**config.mk**
```make
export PLATFORM = sky130hd
export DESIGN_NAME = irq_sched_flat
export DESIGN_NICKNAME = d
export VERILOG_FILES = /design/src/rtl/irq_sched_if.sv /design/src/rtl/irq_sched.sv /design/src/flat_wrapper.sv
export SDC_FILE = /design/constraint.sdc
export NUM_CORES = 1
export LEC_CHECK = 0
export CORE_MARGIN = 2
export CORE_UTILIZATION = 40
export CTS_CLUSTER_DIAMETER = 80
export CTS_CLUSTER_SIZE = 28
export DETAILED_ROUTE_END_ITERATION = 10
export PLACE_DENSITY = 0.7
export RECOVER_POWER = 25
export SYNTH_ARGS = -nofsm -noshare
export SYNTH_HDL_FRONTEND = slang
export SYNTH_SLANG_ARGS = --single-unit
```
**constraint.sdc**
```tcl
create_clock -name clk -period 2.85 [get_ports clk]
set_input_delay 0.855 -clock clk [delete_from_list [all_inputs] [get_ports clk]]
set_output_delay 0.855 -clock clk [all_outputs]
set_load 0.03 [all_outputs]
```
**src/rtl/irq_sched_if.sv**
```systemverilog
// Interrupt scheduler bus: peripheral sources, config port, and counter handshake.
// master = software/counter side, slave = scheduler.
interface irq_sched_if;
    logic [6:0] src;
    logic       cfg_we;
    logic [1:0] cfg_addr;
    logic [7:0] cfg_wdata;
    logic [7:0] cfg_rdata;
    logic       inter;
    logic       eirq;
    logic       irq1;
    logic       irq2;
    logic       irq3;
    logic       busy;
    logic [2:0] active_id;

    modport master (
        output src, cfg_we, cfg_addr, cfg_wdata, inter, eirq,
        input  cfg_rdata, irq1, irq2, irq3, busy, active_id
    );

    modport slave (
        input  src, cfg_we, cfg_addr, cfg_wdata, inter, eirq,
        output cfg_rdata, irq1, irq2, irq3, busy, active_id
    );
endinterface

```
**src/rtl/irq_sched.sv**
```systemverilog
// Interrupt scheduler: latches/masks up to 7 sources, requests code 1..7 until inter, blocks until eirq.
// Latency src->pending 1 cycle, pending->code 1 cycle; IRQ_SCHED_RR_EN selects rotating priority (default fixed, highest wins).
module irq_sched #(
    parameter int N_SRC = 7
) (
    input  logic           clk,
    input  logic           rst,
    irq_sched_if.slave     bus
);
    localparam logic [6:0] VALID = 7'((8'd1 << N_SRC) - 8'd1);

    typedef enum logic [1:0] {
        IDLE = 2'd0,
        REQ  = 2'd1,
        SERV = 2'd2
    } state_t;

    state_t     state;
    logic [6:0] mask;
    logic [6:0] mode;
    logic [6:0] pending;
    logic [6:0] src_q;
    logic [2:0] code;
    logic       busy;
    logic [2:0] active_id;

    logic [6:0] set_vec;
    logic [6:0] clr_vec;
    logic [6:0] eligible;
    logic [2:0] win;
    logic [7:0] rdata;
    logic       unused_bits;

`ifdef IRQ_SCHED_RR_EN
    logic [2:0] last;
    logic [3:0] idx;
    logic       found;
`endif

    assign unused_bits = bus.cfg_wdata[7];
    assign eligible    = pending & ~mask;

    always_comb begin
        set_vec = '0;
        for (int i = 0; i < 7; i++) begin
            set_vec[i] = mode[i] ? (bus.src[i] & ~src_q[i]) : bus.src[i];
        end
        set_vec = set_vec & VALID;
    end

    // Set events win over both clears, so an edge arriving on the accept cycle survives.
    always_comb begin
        clr_vec = '0;
        if (bus.cfg_we && bus.cfg_addr == 2'd2) begin
            clr_vec = bus.cfg_wdata[6:0];
        end
        if (state == REQ && bus.inter) begin
            clr_vec = clr_vec | (7'd1 << (active_id - 3'd1));
        end
    end

`ifdef IRQ_SCHED_RR_EN
    // Search upward from the slot after the last served one, wrapping to index 0.
    always_comb begin
        win   = '0;
        found = 1'b0;
        idx   = '0;
        for (int k = 0; k < N_SRC; k++) begin
            idx = 4'(last) + 4'd1 + 4'(k);
            if (idx >= 4'(N_SRC)) begin
                idx = idx - 4'(N_SRC);
            end
            if (!found && eligible[idx[2:0]]) begin
                found = 1'b1;
                win   = idx[2:0];
            end
        end
    end
`else
    always_comb begin
        win = '0;
        for (int i = 0; i < N_SRC; i++) begin
            if (eligible[i]) begin
                win = 3'(i);
            end
        end
    end
`endif

    always_ff @(posedge clk) begin
        if (!rst) begin
            state     <= IDLE;
            mask      <= VALID;
            mode      <= '0;
            pending   <= '0;
            src_q     <= '0;
            code      <= '0;
            busy      <= 1'b0;
            active_id <= '0;
`ifdef IRQ_SCHED_RR_EN
            last      <= '0;
`endif
        end else begin
            src_q   <= bus.src & VALID;
            pending <= (pending & ~clr_vec) | set_vec;
            if (bus.cfg_we && bus.cfg_addr == 2'd0) begin
                mask <= bus.cfg_wdata[6:0] & VALID;
            end
            if (bus.cfg_we && bus.cfg_addr == 2'd1) begin
                mode <= bus.cfg_wdata[6:0] & VALID;
            end
            case (state)
                IDLE: begin
                    if (|eligible) begin
                        state     <= REQ;
                        active_id <= win + 3'd1;
                        code      <= win + 3'd1;
                        busy      <= 1'b1;
                    end
                end
                // The request is committed: mask or W1C changes here cannot withdraw it.
                REQ: begin
                    if (bus.inter) begin
                        state <= SERV;
                        code  <= '0;
`ifdef IRQ_SCHED_RR_EN
                        last  <= active_id - 3'd1;
`endif
                    end
                end
                SERV: begin
                    if (bus.eirq) begin
                        state     <= IDLE;
                        active_id <= '0;
                        busy      <= 1'b0;
                    end
                end
                default: begin
                    state     <= IDLE;
                    code      <= '0;
                    busy      <= 1'b0;
                    active_id <= '0;
                end
            endcase
        end
    end

    always_comb begin
        case (bus.cfg_addr)
            2'd0:    rdata = {1'b0, mask};
            2'd1:    rdata = {1'b0, mode};
            2'd2:    rdata = {1'b0, pending};
            default: rdata = {busy, state, 2'b00, active_id};
        endcase
    end

    assign bus.cfg_rdata = rdata;
    assign bus.irq1      = code[0];
    assign bus.irq2      = code[1];
    assign bus.irq3      = code[2];
    assign bus.busy      = busy;
    assign bus.active_id = active_id;
endmodule
```
**src/flat_wrapper.sv**
```systemverilog
// flat-port wrapper written by rule: the top's interface ports become plain ports
module irq_sched_flat 
#(
    parameter int N_SRC = 7
)
  (clk, rst, bus_src, bus_cfg_we, bus_cfg_addr, bus_cfg_wdata, bus_inter, bus_eirq, bus_cfg_rdata, bus_irq1, bus_irq2, bus_irq3, bus_busy, bus_active_id);
  irq_sched_if bus_i ();
  input  logic clk;
  input  logic rst;
  input wire logic [$bits(bus_i.src)-1:0] bus_src;
  input wire logic [$bits(bus_i.cfg_we)-1:0] bus_cfg_we;
  input wire logic [$bits(bus_i.cfg_addr)-1:0] bus_cfg_addr;
  input wire logic [$bits(bus_i.cfg_wdata)-1:0] bus_cfg_wdata;
  input wire logic [$bits(bus_i.inter)-1:0] bus_inter;
  input wire logic [$bits(bus_i.eirq)-1:0] bus_eirq;
  output wire logic [$bits(bus_i.cfg_rdata)-1:0] bus_cfg_rdata;
  output wire logic [$bits(bus_i.irq1)-1:0] bus_irq1;
  output wire logic [$bits(bus_i.irq2)-1:0] bus_irq2;
  output wire logic [$bits(bus_i.irq3)-1:0] bus_irq3;
  output wire logic [$bits(bus_i.busy)-1:0] bus_busy;
  output wire logic [$bits(bus_i.active_id)-1:0] bus_active_id;
  assign bus_i.src = bus_src;
  assign bus_i.cfg_we = bus_cfg_we;
  assign bus_i.cfg_addr = bus_cfg_addr;
  assign bus_i.cfg_wdata = bus_cfg_wdata;
  assign bus_i.inter = bus_inter;
  assign bus_i.eirq = bus_eirq;
  assign bus_cfg_rdata = bus_i.cfg_rdata;
  assign bus_irq1 = bus_i.irq1;
  assign bus_irq2 = bus_i.irq2;
  assign bus_irq3 = bus_i.irq3;
  assign bus_busy = bus_i.busy;
  assign bus_active_id = bus_i.active_id;
  irq_sched #(.N_SRC(N_SRC)) u_core (.clk(clk), .rst(rst), .bus(bus_i));
endmodule
```
==> flow_summary.toml <==
[run_status]
status = "complete, no violations"

[clocking]
clock_path_buffers = 2
cts_hold_buffers = 0
clock_latency_ns = 0.29
cts_tree = "built"
cts_setup_buffers = 0
h-tree-depth = 2
clockRootBuffer = "clkbuf_8"
cts_sinks = 37
post_cts_resized = 31
cts-buffers-inserted = 5
clk_pin_slew_ns = 0.07

[timing]
rsz0062_at_grt = "false"
finalSetupViolCount = 0
fin_skew_ns = 0.00712
final-hold-violation-count = 0
fin_worst_hold_slack_ns = 0.457
slew_violations = 0
fin_crit_sh = 0.975
post-route-min-period_ns = 2.78
slew_headroom = 0.187
tightest_slew_ns = 1.22
fin_tns_setup_ns = 0
max_freq_mhz = 360

[setup_path]
timing.rr.start = "u_core.pending[2]$_SDFF_PN0_"
crit_path_start = "bus_cfg_addr[0]"
crit_path_end_kind = "primary output"
crit_path_start_kind = "primary input"
crit_required_ns = 2.00
cp.arrival_ns = 1.93
path_max_fanout = 8
crit_type = "in -> out"

[global_routing]
overflow = 0
antenna_found_initial = 0
grt_pass1_vias = 1392
grt_max_degree = 29
grtUsageTotal = 0.190
grt_pass1_wl_mm = 7.07

[detailed_routing]
first_pass_iters = 5
drt_iter0_drc = 93
wl_per_cell_um = 15.2
final_antenna_net_count = 0
vias = 1492
drc = 0
totalWireLength_mm = 4.26
vias_per_cell = 5.33

[yosys]
yosys-top-cells-area = "dfxtp_1 (43%), nand2_1 (8.2%), mux4_2 (6.6%)"
synth_area_um2 = 1700
synth_edf_count = 0
synth_top_flop_cell = "dfxtp_1"
syn_area_per_cell_um2 = 9.01
yosysTopAreaCell = "dfxtp_1"
ys_seq_elements = 37
synthTopCellsByCount = "dfxtp_1 (37), nand2_1 (37), nand3_1 (10)"
synthesis.yosys.warnings = 0
synth_top_area_share = 0.435
ys_types = 38
seq_area_frac_synth = 0.435
async_reset_ff_frac = 0
syn-num-nets = 212
synth_cells = 189

[finish]
seq_area_um2 = 741
antenna_cells = 0
nets = 254
multi_input_area_um2 = 918
n_fill_cell = 399
drive_above_1_share = 0.139
area_growth_pct = 29.5

[power]
p_per_area_nw_per_um2 = 540
worst_ir_drop_vdd_v = 0.000341
total_leakage_power_uw = 0.000937

[place]
io_buffers = 35
place_congestion = 0.859
dp_hpwl_mm = 3.13

[run]
max-cap-violations = 0

[floorplanning]
die_x_um = 69.2
core_um2 = 4060
start_util = 0.420
die_height_um = 69.2
rows = 23
dieArea_um2 = 4790
io_pins = 37

[min_path]
min-delay-start = "u_core.code[1]$_SDFFE_PN0P_"
hold_class = "reg -> reg"
-- critical path, cell delays in order --
cell and delay [ns]:
dlygate4sd2_1 0.24, buf_12 0.15, mux4_2 0.49, buf_2 0.19
-- power by group --
part           leakage (uW)  switching (uW)  total (uW)  internal, uW
sequential         0.000305            28.7         583           554
combinational      0.000592             145         273           129
clock             0.0000399             174         335           161
total              0.000937             348        1190           843
-- state kept, by name, indices dropped and copies added (netlist names) --
register	cells
u_core.bus.busy	1
u_core.state	2
u_core.mask	7
u_core.src_q	7
u_core.bus.active_id	3
u_core.pending	7
u_core.mode	7
u_core.code	3
-- per-stage QoR --
stage | std cells | area [um2] | worst slack [ns] | power (uW) | utilization
2_1_floorplan | 189 | 1700 | 0.0819 | 758 | -
6_report | 280 | 2200 | 0.0699 | 1190 | 0.543
4_1_cts | 280 | 2210 | 0.0571 | 1200 | 0.545
3_5_place_dp | 274 | 2150 | -0.636 | 877 | 0.531
3_3_place_gp | 274 | 2150 | -0.635 | 874 | 0.531
5_1_grt | 280 | 2200 | 0.0189 | 1260 | 0.543
-- final timing paths --
check / to / slack [ns] / cells after the start
min reg2reg: u_core.code[1]$_SDFFE_PN0P_ / 0.46 / 2
min: u_core.code[1]$_SDFFE_PN0P_ / 0.46 / 2
max reg2reg: u_core.bus.active_id[2]$_SDFFE_PN0P_ / 1.10 / 4
max: bus_cfg_rdata[0] / 0.07 / 4
-- placed cells by master, fill, tap and decap left out, types with 3 or more instances in the layout --
cell type	count
a21o_1	5
a221oi_1	5
and2_0	7
buf_2	4
buf_4	8
clkbuf_8	5
clkdlybuf4s50_1	24
dfxtp_1	37
mux2i_1	9
mux4_2	5
nand2_1	37
nand2b_1	6
nand3_1	10
nor2_1	9
nor2b_1	6
nor3_1	4
o21ai_0	4
o21ai_1	4
o22ai_1	3
-- layout make-up --
| cell class | count | area share |
|---|---|---|
| Inverter | 3 | 0.00511 |
| Multi-Input combinational cell | 140 | 0.417 |
| Clock buffer | 5 | 0.0312 |
| Timing Repair Buffer | 44 | 0.180 |
| Clock inverter | 1 | 0.00227 |
| Sequential cell | 37 | 0.336 |
| Tap cell | 50 | 0.0284 |
-- per-layer routing --
metal,track usage,share of wire,vias to the layer above
li1,-,-,751
met1,0.257,0.44,680
met2,0.294,0.47,53
met3,0.0436,0.074,8
met4,0.0719,0.016,0
met5,0,0,-
-- kinds of logic (layout without fill, tap and decap cells) --
kind of cell / Yosys count / in the layout / share of synthesized area
adder cells (fa/ha/maj): 1 / 1 / 0.00735
AO/OA/AOI/OAI: 35 / 35 / 0.149
multiplexers: 14 / 14 / 0.119
buffers and inverters: 12 / 53 / 0.0272
AND/OR/NAND/NOR: 89 / 89 / 0.257
flip-flops: 37 / 37 / 0.435
XOR/XNOR: 1 / 1 / 0.00514
Power figures use the tool's default switching activity.
